`src/rtl/ckong_pkg.sv`:
```
// Shared types and default memory map for the ckong ROM download slice.
// Imported by the loader FSM and the region decoder.
package ckong_pkg;

  typedef enum logic [1:0] {
    IDLE = 2'd0,
    LOAD = 2'd1,
    HOLD = 2'd2,
    RUN  = 2'd3
  } dl_state_e;

  typedef enum logic [1:0] {
    RGN_CPU  = 2'd0,
    RGN_GFX1 = 2'd1,
    RGN_GFX2 = 2'd2,
    RGN_PROM = 2'd3
  } region_e;

  // Region boundaries are "first byte past the region".
  localparam logic [16:0] CPU_END_DEF     = 17'h06000;
  localparam logic [16:0] GFX1_END_DEF    = 17'h08000;
  localparam logic [16:0] GFX2_END_DEF    = 17'h09000;
  localparam logic [16:0] IMG_END_DEF     = 17'h09040;
  localparam int          HOLD_CYCLES_DEF = 1024;

endpackage

```
`src/rtl/rom_region_decode.sv`:
```
// Combinational map of a linear download byte address to {region, offset, in_range}.
// Shared by the ROM loader and any other loader that uses the same memory map.
module rom_region_decode
  import ckong_pkg::*;
#(
  parameter logic [16:0] CPU_END  = CPU_END_DEF,
  parameter logic [16:0] GFX1_END = GFX1_END_DEF,
  parameter logic [16:0] GFX2_END = GFX2_END_DEF,
  parameter logic [16:0] IMG_END  = IMG_END_DEF
) (
  input  logic [24:0] addr,
  output region_e     region,
  output logic [16:0] offset,
  output logic        in_range
);

  logic [16:0] a17_s;

  assign a17_s = addr[16:0];

  // Region select and region-relative offset; any set upper bit is out of range
  always_comb begin
    region   = RGN_PROM;
    offset   = a17_s - GFX2_END;
    in_range = (addr[24:17] == 8'd0) && (a17_s < IMG_END);
    if (a17_s < CPU_END) begin
      region = RGN_CPU;
      offset = a17_s;
    end else if (a17_s < GFX1_END) begin
      region = RGN_GFX1;
      offset = a17_s - CPU_END;
    end else if (a17_s < GFX2_END) begin
      region = RGN_GFX2;
      offset = a17_s - GFX1_END;
    end else begin
      region = RGN_PROM;
      offset = a17_s - GFX2_END;
    end
  end

endmodule

```
`src/rtl/rom_dl_ctrl.sv`:
```
// ROM download sequencer: routes the ioctl byte stream into the core's ROM regions,
// checks the stream for gaps/size errors and owns the game core reset.
module rom_dl_ctrl
  import ckong_pkg::*;
#(
  parameter logic [16:0] CPU_END     = CPU_END_DEF,
  parameter logic [16:0] GFX1_END    = GFX1_END_DEF,
  parameter logic [16:0] GFX2_END    = GFX2_END_DEF,
  parameter logic [16:0] IMG_END     = IMG_END_DEF,
  parameter int          HOLD_CYCLES = HOLD_CYCLES_DEF
) (
  input  logic        clk_sys,
  input  logic        reset,
  input  logic        user_reset,
  input  logic        ioctl_download,
  input  logic        ioctl_wr,
  input  logic [24:0] ioctl_addr,
  input  logic [7:0]  ioctl_dout,
  output logic [16:0] dn_addr,
  output logic [7:0]  dn_data,
  output logic        cpu_we,
  output logic        gfx1_we,
  output logic        gfx2_we,
  output logic        prom_we,
  output logic        core_reset,
  output logic        load_done,
  output logic        load_err
);

  localparam int HW = (HOLD_CYCLES > 1) ? $clog2(HOLD_CYCLES) : 1;

  dl_state_e   state_r, state_nxt_s;
  logic        dl_r;
  logic        rise_s, fall_s;
  logic [16:0] cnt_r, cnt_nxt_s;
  logic        err_r, err_nxt_s;
  logic [HW-1:0] hold_r;
  logic        wr_ok_s, strobe_s, image_good_s;
  region_e     region_s;
  logic [16:0] offset_s;
  logic        in_range_s;

  rom_region_decode #(
    .CPU_END  (CPU_END),
    .GFX1_END (GFX1_END),
    .GFX2_END (GFX2_END),
    .IMG_END  (IMG_END)
  ) u_decode (
    .addr     (ioctl_addr),
    .region   (region_s),
    .offset   (offset_s),
    .in_range (in_range_s)
  );

  assign rise_s   = ioctl_download & ~dl_r;
  assign fall_s   = ~ioctl_download & dl_r;
  assign wr_ok_s  = (state_r == LOAD) & ioctl_wr;
  assign strobe_s = wr_ok_s & in_range_s;

  // Expected-address counter and error flag, including a write coincident with the fall
  always_comb begin
    cnt_nxt_s = cnt_r;
    err_nxt_s = err_r;
    if (rise_s) begin
      cnt_nxt_s = 17'd0;
      err_nxt_s = 1'b0;
    end else if (wr_ok_s) begin
      cnt_nxt_s = cnt_r + 17'd1;
      if (!in_range_s || (ioctl_addr != {8'd0, cnt_r})) begin
        err_nxt_s = 1'b1;
      end else begin
        err_nxt_s = err_r;
      end
    end else begin
      cnt_nxt_s = cnt_r;
      err_nxt_s = err_r;
    end
  end

  assign image_good_s = !err_nxt_s && (cnt_nxt_s == IMG_END);

  // Next-state logic; a new download restarts from LOAD in any state
  always_comb begin
    state_nxt_s = state_r;
    if (rise_s) begin
      state_nxt_s = LOAD;
    end else begin
      case (state_r)
        IDLE: state_nxt_s = IDLE;
        LOAD: begin
          if (fall_s) begin
            state_nxt_s = image_good_s ? HOLD : IDLE;
          end else begin
            state_nxt_s = LOAD;
          end
        end
        HOLD: begin
          if (hold_r == HW'(0)) begin
            state_nxt_s = RUN;
          end else begin
            state_nxt_s = HOLD;
          end
        end
        RUN:     state_nxt_s = RUN;
        default: state_nxt_s = IDLE;
      endcase
    end
  end

  // Edge detector, FSM state, integrity state and settle countdown
  always_ff @(posedge clk_sys or posedge reset) begin
    if (reset) begin
      dl_r    <= 1'b0;
      state_r <= IDLE;
      cnt_r   <= 17'd0;
      err_r   <= 1'b0;
      hold_r  <= HW'(0);
    end else begin
      dl_r    <= ioctl_download;
      state_r <= state_nxt_s;
      cnt_r   <= cnt_nxt_s;
      err_r   <= err_nxt_s;
      if (state_r == LOAD) begin
        hold_r <= HW'(HOLD_CYCLES - 1);
      end else if ((state_r == HOLD) && (hold_r != HW'(0))) begin
        hold_r <= hold_r - HW'(1);
      end
    end
  end

  // Registered write strobes, download data path and core-facing status
  always_ff @(posedge clk_sys or posedge reset) begin
    if (reset) begin
      cpu_we     <= 1'b0;
      gfx1_we    <= 1'b0;
      gfx2_we    <= 1'b0;
      prom_we    <= 1'b0;
      dn_addr    <= 17'd0;
      dn_data    <= 8'd0;
      core_reset <= 1'b1;
      load_done  <= 1'b0;
      load_err   <= 1'b0;
    end else begin
      cpu_we  <= strobe_s && (region_s == RGN_CPU);
      gfx1_we <= strobe_s && (region_s == RGN_GFX1);
      gfx2_we <= strobe_s && (region_s == RGN_GFX2);
      prom_we <= strobe_s && (region_s == RGN_PROM);
      if (strobe_s) begin
        dn_addr <= offset_s;
        dn_data <= ioctl_dout;
      end
      core_reset <= (state_nxt_s == RUN) ? user_reset : 1'b1;
      load_done  <= (state_nxt_s == RUN);
      if (rise_s) begin
        load_err <= 1'b0;
      end else if ((state_r == LOAD) && fall_s && !image_good_s) begin
        load_err <= 1'b1;
      end
    end
  end

endmodule

```
`config.mk`:
```
export PLATFORM = sky130hd
export DESIGN_NAME = rom_dl_ctrl
export DESIGN_NICKNAME = d
export VERILOG_FILES = /design/src/rtl/ckong_pkg.sv /design/src/rtl/rom_region_decode.sv /design/src/rtl/rom_dl_ctrl.sv
export SDC_FILE = /design/constraint.sdc
export NUM_CORES = 1
export LEC_CHECK = 0
export ABC_AREA = 1
export CAP_MARGIN = 5
export CORE_MARGIN = 3
export CORE_UTILIZATION = 55
export CTS_CLUSTER_SIZE = 28
export DETAILED_ROUTE_END_ITERATION = 10
export PLACE_DENSITY = 0.81
export SYNTH_ARGS = -nofsm -noshare
export SYNTH_HDL_FRONTEND = slang
export SYNTH_SLANG_ARGS = --single-unit
```
`constraint.sdc`:
```
create_clock -name clk_sys -period 4.1 [get_ports clk_sys]
set_input_delay 0.82 -clock clk_sys [delete_from_list [all_inputs] [get_ports clk_sys]]
set_output_delay 0.82 -clock clk_sys [all_outputs]
set_load 0.02 [all_outputs]
```
==> run metrics, run 1 <==
status=completed; placed insts=607; setup TNS=0 ns; 1st-pass router iterations=5; largest net degree at the start of global routing=38; full die area=7358 um2; synthesized area=3501 um2; die height=85.78 um; Synth area leaders=dfrtp_1 (44%), nand2_1 (15%), inv_1 (7.2%); most numerous cell in the Yosys netlist=nand2_1; post-synth top area cell=dfrtp_1; core area=6026 um2; #FFs+latches synth=63; clk_skew=0.01045 ns; Clock transition at path regs=0.06 ns; drt initial violations=204; ys flop type=dfrtp_1; Slew headroom=54.05%; Mapped Nets=515; root buffer cell=clkbuf_8; crit-path max FO=37; Startpoint Class=input port; Post-Synthesis Cells=468; LEAKAGE=2.216 nW; Area Growth Syn to Fin=27.41%; Finished Layout Cells=623; CTS tree=built; Slew Viols, Final=0; CTS H-tree depth=3; most common library cells after synthesis=nand2_1 (136), inv_1 (67), dfrtp_1 (62); via count=3232; Final period util=74.81%; Critical R2R Launch=hold_r[0]$_DFFE_PP0P_; total of warnings raised by yosys=0; RSZ-0062 raised after global routing=false; IO buf count=69; worst path arrival time=3.27 ns; total track usage=24.38%; grt ovf=0; CP Cell Sequence=clkdlybuf4s50_1 > inv_1 > ha_1 > inv_1 > nor2_1 > nor2_1 > nand2_1 > nor2_1 > nand2_1 > nor2_2 > buf_4 > inv_2 > a211oi_1 > a2bb2oi_1; total clock sinks=63; Hold Fails Final Rpt=0; fin area=4461 um2; Diodes inserted=0; hold crit path type=reg2reg; post_cts resized=0; Site Rows=28; # hold bufs at CTS=0; vias per cell=5.188; WL final=8.399 mm; Design Power=1.366 mW; number of library cell types mapped by synthesis=34; final setup vio count=0; CP Launch Point=ioctl_addr[16]; HP Start=dn_data[4]$_DFFE_PP0P_; initial antenna violation count=0; Starting Density=58.10%; first-pass GRT wire length=14.23 mm; data required time of the worst path=4.31 ns; largest stage delay on the critical path=0.62 ns; Clock Tree Buf Depth=2; Max Fclk=0.3260 GHz; Avg WL per Cell=13.48 um; Buffers & Inverters on Critical Path=5; CP Class=in2reg; Final GP Congestion=0.9281; Inserted Clock Buffers=9; maximum vdd drop=0.2398 mV; worst hold slack=0.4695 ns; post-synth top area share=44.32%; critical path's slowest cell=clkdlybuf4s50_1; register area share after synthesis=45.07%; max cap viols=0; vias in the first global route=3111; crit path capture type=flip-flop; CP delay by family, top=buffers and inverters; fill count=499; nets=590; area occupied by registers=1578 um2; PD cells=306.3 nW/um2; EDFF count, synth=0; layout cells sized above 1=7.847%; Multi-input gate area=1625 um2; antenna violation net count after detailed routing=0; Avg Synthesized Cell Area=7.480 um2; fraction of registers with async set/reset=100.0%; Slew @ Worst Pin=0.6876 ns; DP Area=4270 um2; post-DP HPWL=6.350 mm; drt drc=0; IO Pins=70; Clk Latency, worst-skew pair=0.34 ns; CP most frequent cell=nor2_1; Period minus WS final=3.067 ns; die outline width=85.78 um; Post-CTS Setup Repair Bufs=0
-- cell usage in the layout, fill, tap and decap left out, types with 2 or more instances in the layout --
master	Yosys	layout
a21oi_1	8	8
a22oi_1	2	2
a2bb2oi_1	2	2
buf_4	1	2
clkbuf_1	6	3
clkbuf_8	0	13
clkdlybuf4s50_1	0	69
dfrtp_1	62	62
ha_1	9	9
inv_1	67	66
inv_2	3	4
nand2_1	136	136
nand2_2	6	6
nand3_1	37	37
nand3_2	3	3
nand4_1	8	8
nor2_1	50	50
nor2_2	8	8
nor2_4	3	3
nor3_1	6	6
o21ai_0	22	22
o21ai_1	3	3
o22ai_1	4	4
xnor2_1	3	3
xor2_1	8	8
-- logic make-up after synthesis --
group	count (synthesis)	share of synthesized area [%]
XOR/XNOR	11	2.752
AND/OR/NAND/NOR	263	33.49
AO/OA/AOI/OAI	44	6.969
flip-flops	63	45.07
buffers and inverters	78	8.506
adder cells (fa/ha/maj)	9	3.217
-- worst paths after layout --
check	slack, ns	depth (start not counted)	to
max	1.03	14	dn_addr[14]$_DFFE_PP0P_
min	0.47	2	dn_data[4]$_DFFE_PP0P_
max reg2reg	1.91	13	hold_r[9]$_DFFE_PP0P_
min reg2reg	0.47	2	dn_data[4]$_DFFE_PP0P_
max in group asynchronous	2.31	3	core_reset$_DFF_PP1_
min in group asynchronous	0.90	2	gfx1_we$_DFF_PP0_
-- power by group --
group	internal, mW	switching, mW	leakage [nW]
Combinational	0.0808	0.109	1.31
Sequential	0.641	0.0182	0.813
Clock	0.287	0.231	0.0970
-- sequential cells by signal, indices dropped and copies added, names as in the netlist --
signal and count:
cnt_r 17, dn_addr 17, hold_r 10, dn_data 8, state_r 2, core_reset 1, cpu_we 1, dl_r 1
err_r 1, gfx1_we 1, gfx2_we 1, load_done 1, load_err 1, prom_we 1
-- final cells by class --
class,instances,share of cell area (%)
Tap cell,75,2.104
Clock buffer,16,4.264
Multi-Input combinational cell,327,36.44
Timing Repair Buffer,71,15.82
Inverter,71,6.003
Sequential cell,63,35.37
-- worst min-delay path: stages, from the launching register on --
cell and delay (ns):
dfrtp_1 0.34, nand2_1 0.05, nand2_1 0.05
-- layer usage --
layer | up-vias | global-route usage [%] | share of wire [%] | wire length (um)
met5 | - | 0 | 0 | 0
met4 | 0 | 6.906 | 1.6 | 135
met3 | 11 | 7.012 | 5.2 | 435
met2 | 80 | 41.17 | 50 | 4197
met1 | 1506 | 30.59 | 43 | 3631
li1 | 1635 | - | - | -
-- per-stage QoR --
| stage | setup slack (ns) | util (%) |
|---|---|---|
| detailed placement | 0.7747 | 70.87 |
| CTS | 1.042 | 74.02 |
| floorplan | 1.554 | - |
| global route | 0.8351 | 74.02 |
| global placement | 0.8755 | 70.87 |
| finish | 1.033 | 74.02 |
No activity file was read; power rests on OpenSTA's default activity.
==> inputs of run 2 (changes only) <==
- CORE_UTILIZATION: 55 -> 52
- PLACE_DENSITY: 0.81 -> 0.77
- clock period: 4.1 -> 2.9 ns (I/O delays scaled with it)
==> run metrics, run 2 (synthesis gave the netlist of run 1 again) <==
Slew Viols, Final=0 (unchanged); first-pass GRT wire length=14.46 mm (+1.6%); status=completed; CP most frequent cell=nor2_1; Site Rows=29 (+3.6%); fill count=506 (+1.4%); vias per cell=5.140 (-0.93%); 1st-pass router iterations=5 (unchanged); grt ovf=0 (unchanged); full die area=7753 um2 (+5.4%); post_cts resized=0 (unchanged); Avg WL per Cell=13.79 um (+2.3%); Inserted Clock Buffers=9 (unchanged); WL final=8.685 mm (+3.4%); largest registers=cnt_r x17, dn_addr x17, hold_r x10; antenna violation net count after detailed routing=0 (unchanged); CP Cell Sequence=clkdlybuf4s50_1 > inv_1 > ha_1 > nor2_1 > nor2_1 > inv_1 > nor2_1 > inv_1 > nor2_1 > a21oi_1 > o21ai_0 > nand3_1 > nand2_1; largest stage delay on the critical path=0.51 ns (-0.11 ns); PD cells=466.8 nW/um2 (+52%); Startpoint Class=input port; Multi-input gate area=1625 um2 (unchanged); commonest cells after routing, fill and taps aside=nand2_1 (136), clkdlybuf4s50_1 (69), inv_1 (66), dfrtp_1 (62), nor2_1 (50); root buffer cell=clkbuf_8; die outline width=88.05 um (+2.6%); Final period util=82.08%; Slew @ Worst Pin=0.5035 ns (-0.1841 ns); post-DP HPWL=6.512 mm (+2.6%); largest net degree at the start of global routing=33 (-13%); Clk Latency, worst-skew pair=0.35 ns (about the same); critical path's slowest cell=clkdlybuf4s50_1; crit path capture type=flip-flop; Design Power=2.131 mW (+56%); max cap viols=0 (unchanged); IO Pins=70 (unchanged); hold crit path type=reg2reg; Max Fclk=0.4201 GHz; vias in the first global route=3088 (-0.74%); Hold Fails Final Rpt=0 (unchanged); die height=88.05 um (+2.6%); maximum vdd drop=0.3485 mV (+45%); Diodes inserted=0 (unchanged); via count=3238 (+0.19%); nets=595 (+0.85%); drt drc=0 (unchanged); LEAKAGE=2.269 nW (+2.4%); drt initial violations=190 (-6.9%); CP Class=in2reg; Final WS setup=0.5196 ns (-0.5131 ns); Clock Tree Buf Depth=2 (unchanged); crit-path max FO=5 (-86%); Slew headroom=66.38% (+12 points); core area=6422 um2 (+6.6%); CTS H-tree depth=3 (unchanged); layout cells sized above 1=9.042% (+1.2 points); Final GP Congestion=0.8472 (-8.7%); CTS tree=built; worst path arrival time=2.67 ns (-0.60 ns); IO buf count=69 (unchanged); Starting Density=54.51% (-3.6 points); Post-CTS Setup Repair Bufs=0 (unchanged); Place WS=0.2516 ns (-0.5231 ns); area occupied by registers=1578 um2 (unchanged); Clock transition at path regs=0.07 ns (about the same); setup TNS=0 ns (unchanged); clk_skew=0.005787 ns (-0.004664 ns); Area Growth Syn to Fin=30.41%; final setup vio count=0 (unchanged); total track usage=24.03% (-0.35 points); RSZ-0062 raised after global routing=false; worst hold slack=0.4772 ns (+0.007643 ns); commonest non-fill, non-tap cell in the layout=nand2_1; initial antenna violation count=0 (unchanged); Period minus WS final=2.380 ns; total clock sinks=63 (unchanged); data required time of the worst path=3.19 ns (-1.12 ns); # hold bufs at CTS=0 (unchanged)
==> run 2: critical path, delay by kind of cell <==
kind	cells	cell delay [ns]
simple gates	6	0.72
compound gates	2	0.26
buf+inv	4	0.90
fa+ha+maj	1	0.19
==> run 2: through the flow <==
| step | utilization, % | cells | instance area, um2 |
|---|---|---|---|
| after floorplan | - | 468 | 3501 |
| after global placement | 67.31 | 614 | 4323 |
| after detailed placement | 67.31 | 614 | 4323 |
| after CTS | 71.09 | 630 | 4566 |
| after global routing | 71.09 | 630 | 4566 |
| final | 71.09 | 630 | 4566 |
==> run 2: worst paths after layout <==
path	startpoint	endpoint	slack, ns	cells past startpoint
worst max-delay path	ioctl_addr[14]	dn_addr[16]$_DFFE_PP0P_	0.52	13
worst min-delay path	dn_addr[0]$_DFFE_PP0P_	dn_addr[0]$_DFFE_PP0P_	0.48	2
worst max register to register	hold_r[0]$_DFFE_PP0P_	hold_r[9]$_DFFE_PP0P_	0.69	13
worst min register to register	dn_addr[0]$_DFFE_PP0P_	dn_addr[0]$_DFFE_PP0P_	0.48	2
max in group asynchronous	reset	core_reset$_DFF_PP1_	1.66	3
min in group asynchronous	reset	hold_r[6]$_DFFE_PP0P_	0.58	2
==> run 2: final cells by class <==
type                            count  share of cell area, %
Clock buffer                       14                  4.001
Inverter                           71                  5.865
Clock inverter                      2                  1.315
Sequential cell                    63                  34.56
Timing Repair Buffer               76                  16.55
Multi-Input combinational cell    327                  35.60
Tap cell                           77                  2.110
==> run 2: where the power goes <==
group,internal (mW),leakage [nW],switching [mW]
sequential,0.906,0.813,0.0263
clock,0.579,0.123,0.345
combinational,0.120,1.33,0.155
==> run 2: layer usage <==
layer	global-route usage (%)	vias up	share of wire [%]
met5	0	-	0
met4	9.203	0	2.2
met3	5.644	15	5.0
met2	40.48	94	49
met1	30.01	1491	44
li1	-	1638	-
==> inputs of run 3 (changes only) <==
- clock period: 2.9 -> 2.4 ns (I/O delays scaled with it)
==> run metrics, run 3 (synthesis gave the netlist of run 1 again) <==
Startpoint Class=input port; nets=609 (+2.4%); post-DP HPWL=6.597 mm (+1.3%); largest net degree at the start of global routing=64 (+94%); CP Launch Point=ioctl_wr; worst path arrival time=2.32 ns (-0.35 ns); grt ovf=0 (unchanged); Clk Latency, worst-skew pair=0.34 ns (about the same); Final GP Congestion=0.8630 (+1.9%); full die area=7753 um2 (unchanged); RSZ-0062 raised after global routing=false; status=completed; PD cells=514.6 nW/um2 (+10%); Hold Fails Final Rpt=0 (unchanged); die outline width=88.05 um (unchanged); final setup vio count=0 (unchanged); LEAKAGE=2.309 nW (+1.8%); Area Growth Syn to Fin=32.27%; 1st-pass router iterations=4 (-1); grt met2 use=43.15% (+2.7 points); Clock transition at path regs=0.07 ns (about the same); Post-CTS Setup Repair Bufs=0 (unchanged); drt initial violations=123 (-35%); via count=3298 (+1.9%); Avg WL per Cell=13.55 um (-1.7%); largest stage delay on the critical path=0.50 ns (about the same); IO Pins=70 (unchanged); critical path's slowest cell=clkdlybuf4s50_1; hold crit path type=reg2reg; initial antenna violation count=0 (unchanged); antenna violation net count after detailed routing=0 (unchanged); met3 usage=4.986% (-0.66 points); max cap viols=0 (unchanged); CP Class=in2reg; crit-path max FO=5 (unchanged); placed insts=628 (+2.3%); vias in the first global route=3246 (+5.1%); Diodes inserted=0 (unchanged); total track usage=24.29% (+0.26 points); Buffers & Inverters on Critical Path=2 (-2); # hold bufs at CTS=0 (unchanged); WL final=8.729 mm (+0.51%); commonest non-fill, non-tap cell in the layout=nand2_1; maximum vdd drop=0.4907 mV (+41%); HP Start=dn_data[5]$_DFFE_PP0P_; data required time of the worst path=2.63 ns (-0.56 ns); core area=6422 um2 (unchanged); CP Cell Sequence=clkdlybuf4s50_1 > nand3_4 > inv_2 > nand2_1 > nor2_2 > nor2_1 > nor2_1 > nand2_1 > nor2_1 > nand2_1 > nor2_2 > nand2_1 > a21oi_1 > nor2_1; busiest grt layer=met2; Starting Density=54.51% (unchanged); Max Fclk=0.4796 GHz; Critical R2R Launch=cnt_r[1]$_DFF_PP0_; CTS tree=built; CP delay by family, top=simple AND/OR/NAND/NOR gates; Inserted Clock Buffers=9 (unchanged); total clock sinks=63 (unchanged); vias per cell=5.121 (-0.36%); layout cells sized above 1=11.11% (+2.1 points); IO buf count=69 (unchanged); root buffer cell=clkbuf_8; DP Area=4441 um2 (+2.7%); Slew Viols, Final=0 (unchanged); Period minus WS final=2.085 ns; commonest cells after routing, fill and taps aside=nand2_1 (136), clkdlybuf4s50_1 (69), inv_1 (66), dfrtp_1 (62), nor2_1 (50); Final period util=86.88%; die height=88.05 um (unchanged); fin area=4631 um2 (+1.4%); CTS H-tree depth=3 (unchanged); Slew headroom=77.37% (+11 points); post_cts resized=0 (unchanged); clk_skew=0.009184 ns (+0.003397 ns); first-pass GRT wire length=14.73 mm (+1.9%); drt drc=0 (unchanged); crit path capture type=flip-flop; Slew @ Worst Pin=0.3368 ns (-0.1667 ns); Site Rows=29 (unchanged); largest registers=cnt_r x17, dn_addr x17, hold_r x10; met1 Use GR=29.58% (-0.43 points); Clock Tree Buf Depth=2 (unchanged); Finished Layout Cells=644 (+2.2%)
## run 3: final cells by class
| class | count | area [um2] |
|---|---|---|
| fill | 547 | 1792 |
| multi-input combinational | 327 | 1625 |
| sequential | 63 | 1578 |
| timing repair buffer | 90 | 873.3 |
| inverter | 71 | 267.8 |
| clock buffer | 11 | 131.4 |
| tap | 77 | 96.34 |
| clock inverter | 5 | 58.81 |
## run 3: power breakdown
part | switching [mW] | leakage, nW | internal (mW)
Combinational | 0.190 | 1.41 | 0.158
Clock | 0.428 | 0.0895 | 0.480
Sequential | 0.0322 | 0.813 | 1.09
## run 3: worst paths after layout
path / endpoint / depth (start not counted) / slack, ns
min in group asynchronous: hold_r[6]$_DFFE_PP0P_ / 3 / 0.51
min reg2reg: dn_data[5]$_DFFE_PP0P_ / 2 / 0.47
min: dn_data[5]$_DFFE_PP0P_ / 2 / 0.47
max reg2reg: load_err$_DFFE_PP0P_ / 14 / 0.35
max: load_err$_DFFE_PP0P_ / 14 / 0.31
max in group asynchronous: core_reset$_DFF_PP1_ / 3 / 1.57
## run 3: tightest hold or removal path, delay by kind of cell, from the launching register on
kind | cells | cell delay [ns]
DFF | 1 | 0.34
and+or+nand+nor | 2 | 0.10
## run 3: per-layer routing
metal | vias up | share of wire [%]
met4 | 0 | 1.5
met5 | - | 0
li1 | 1665 | -
met3 | 12 | 3.7
met1 | 1554 | 44
met2 | 67 | 51
## run 3: through the flow
step | setup slack, ns | hold slack [ns] | power, mW | util, % | setup TNS, ns
2_1_floorplan | 0.1940 | 0.4525 | 1.326 | - | 0
3_3_place_gp | 0.02958 | 0.4545 | 1.482 | 69.14 | 0
3_5_place_dp | -0.04144 | 0.4580 | 1.496 | 69.14 | -0.07544
4_1_cts | 0.3219 | 0.4758 | 2.402 | 72.10 | 0
5_1_grt | 0.01483 | 0.5016 | 2.490 | 72.10 | 0
6_report | 0.3148 | 0.4738 | 2.383 | 72.10 | 0
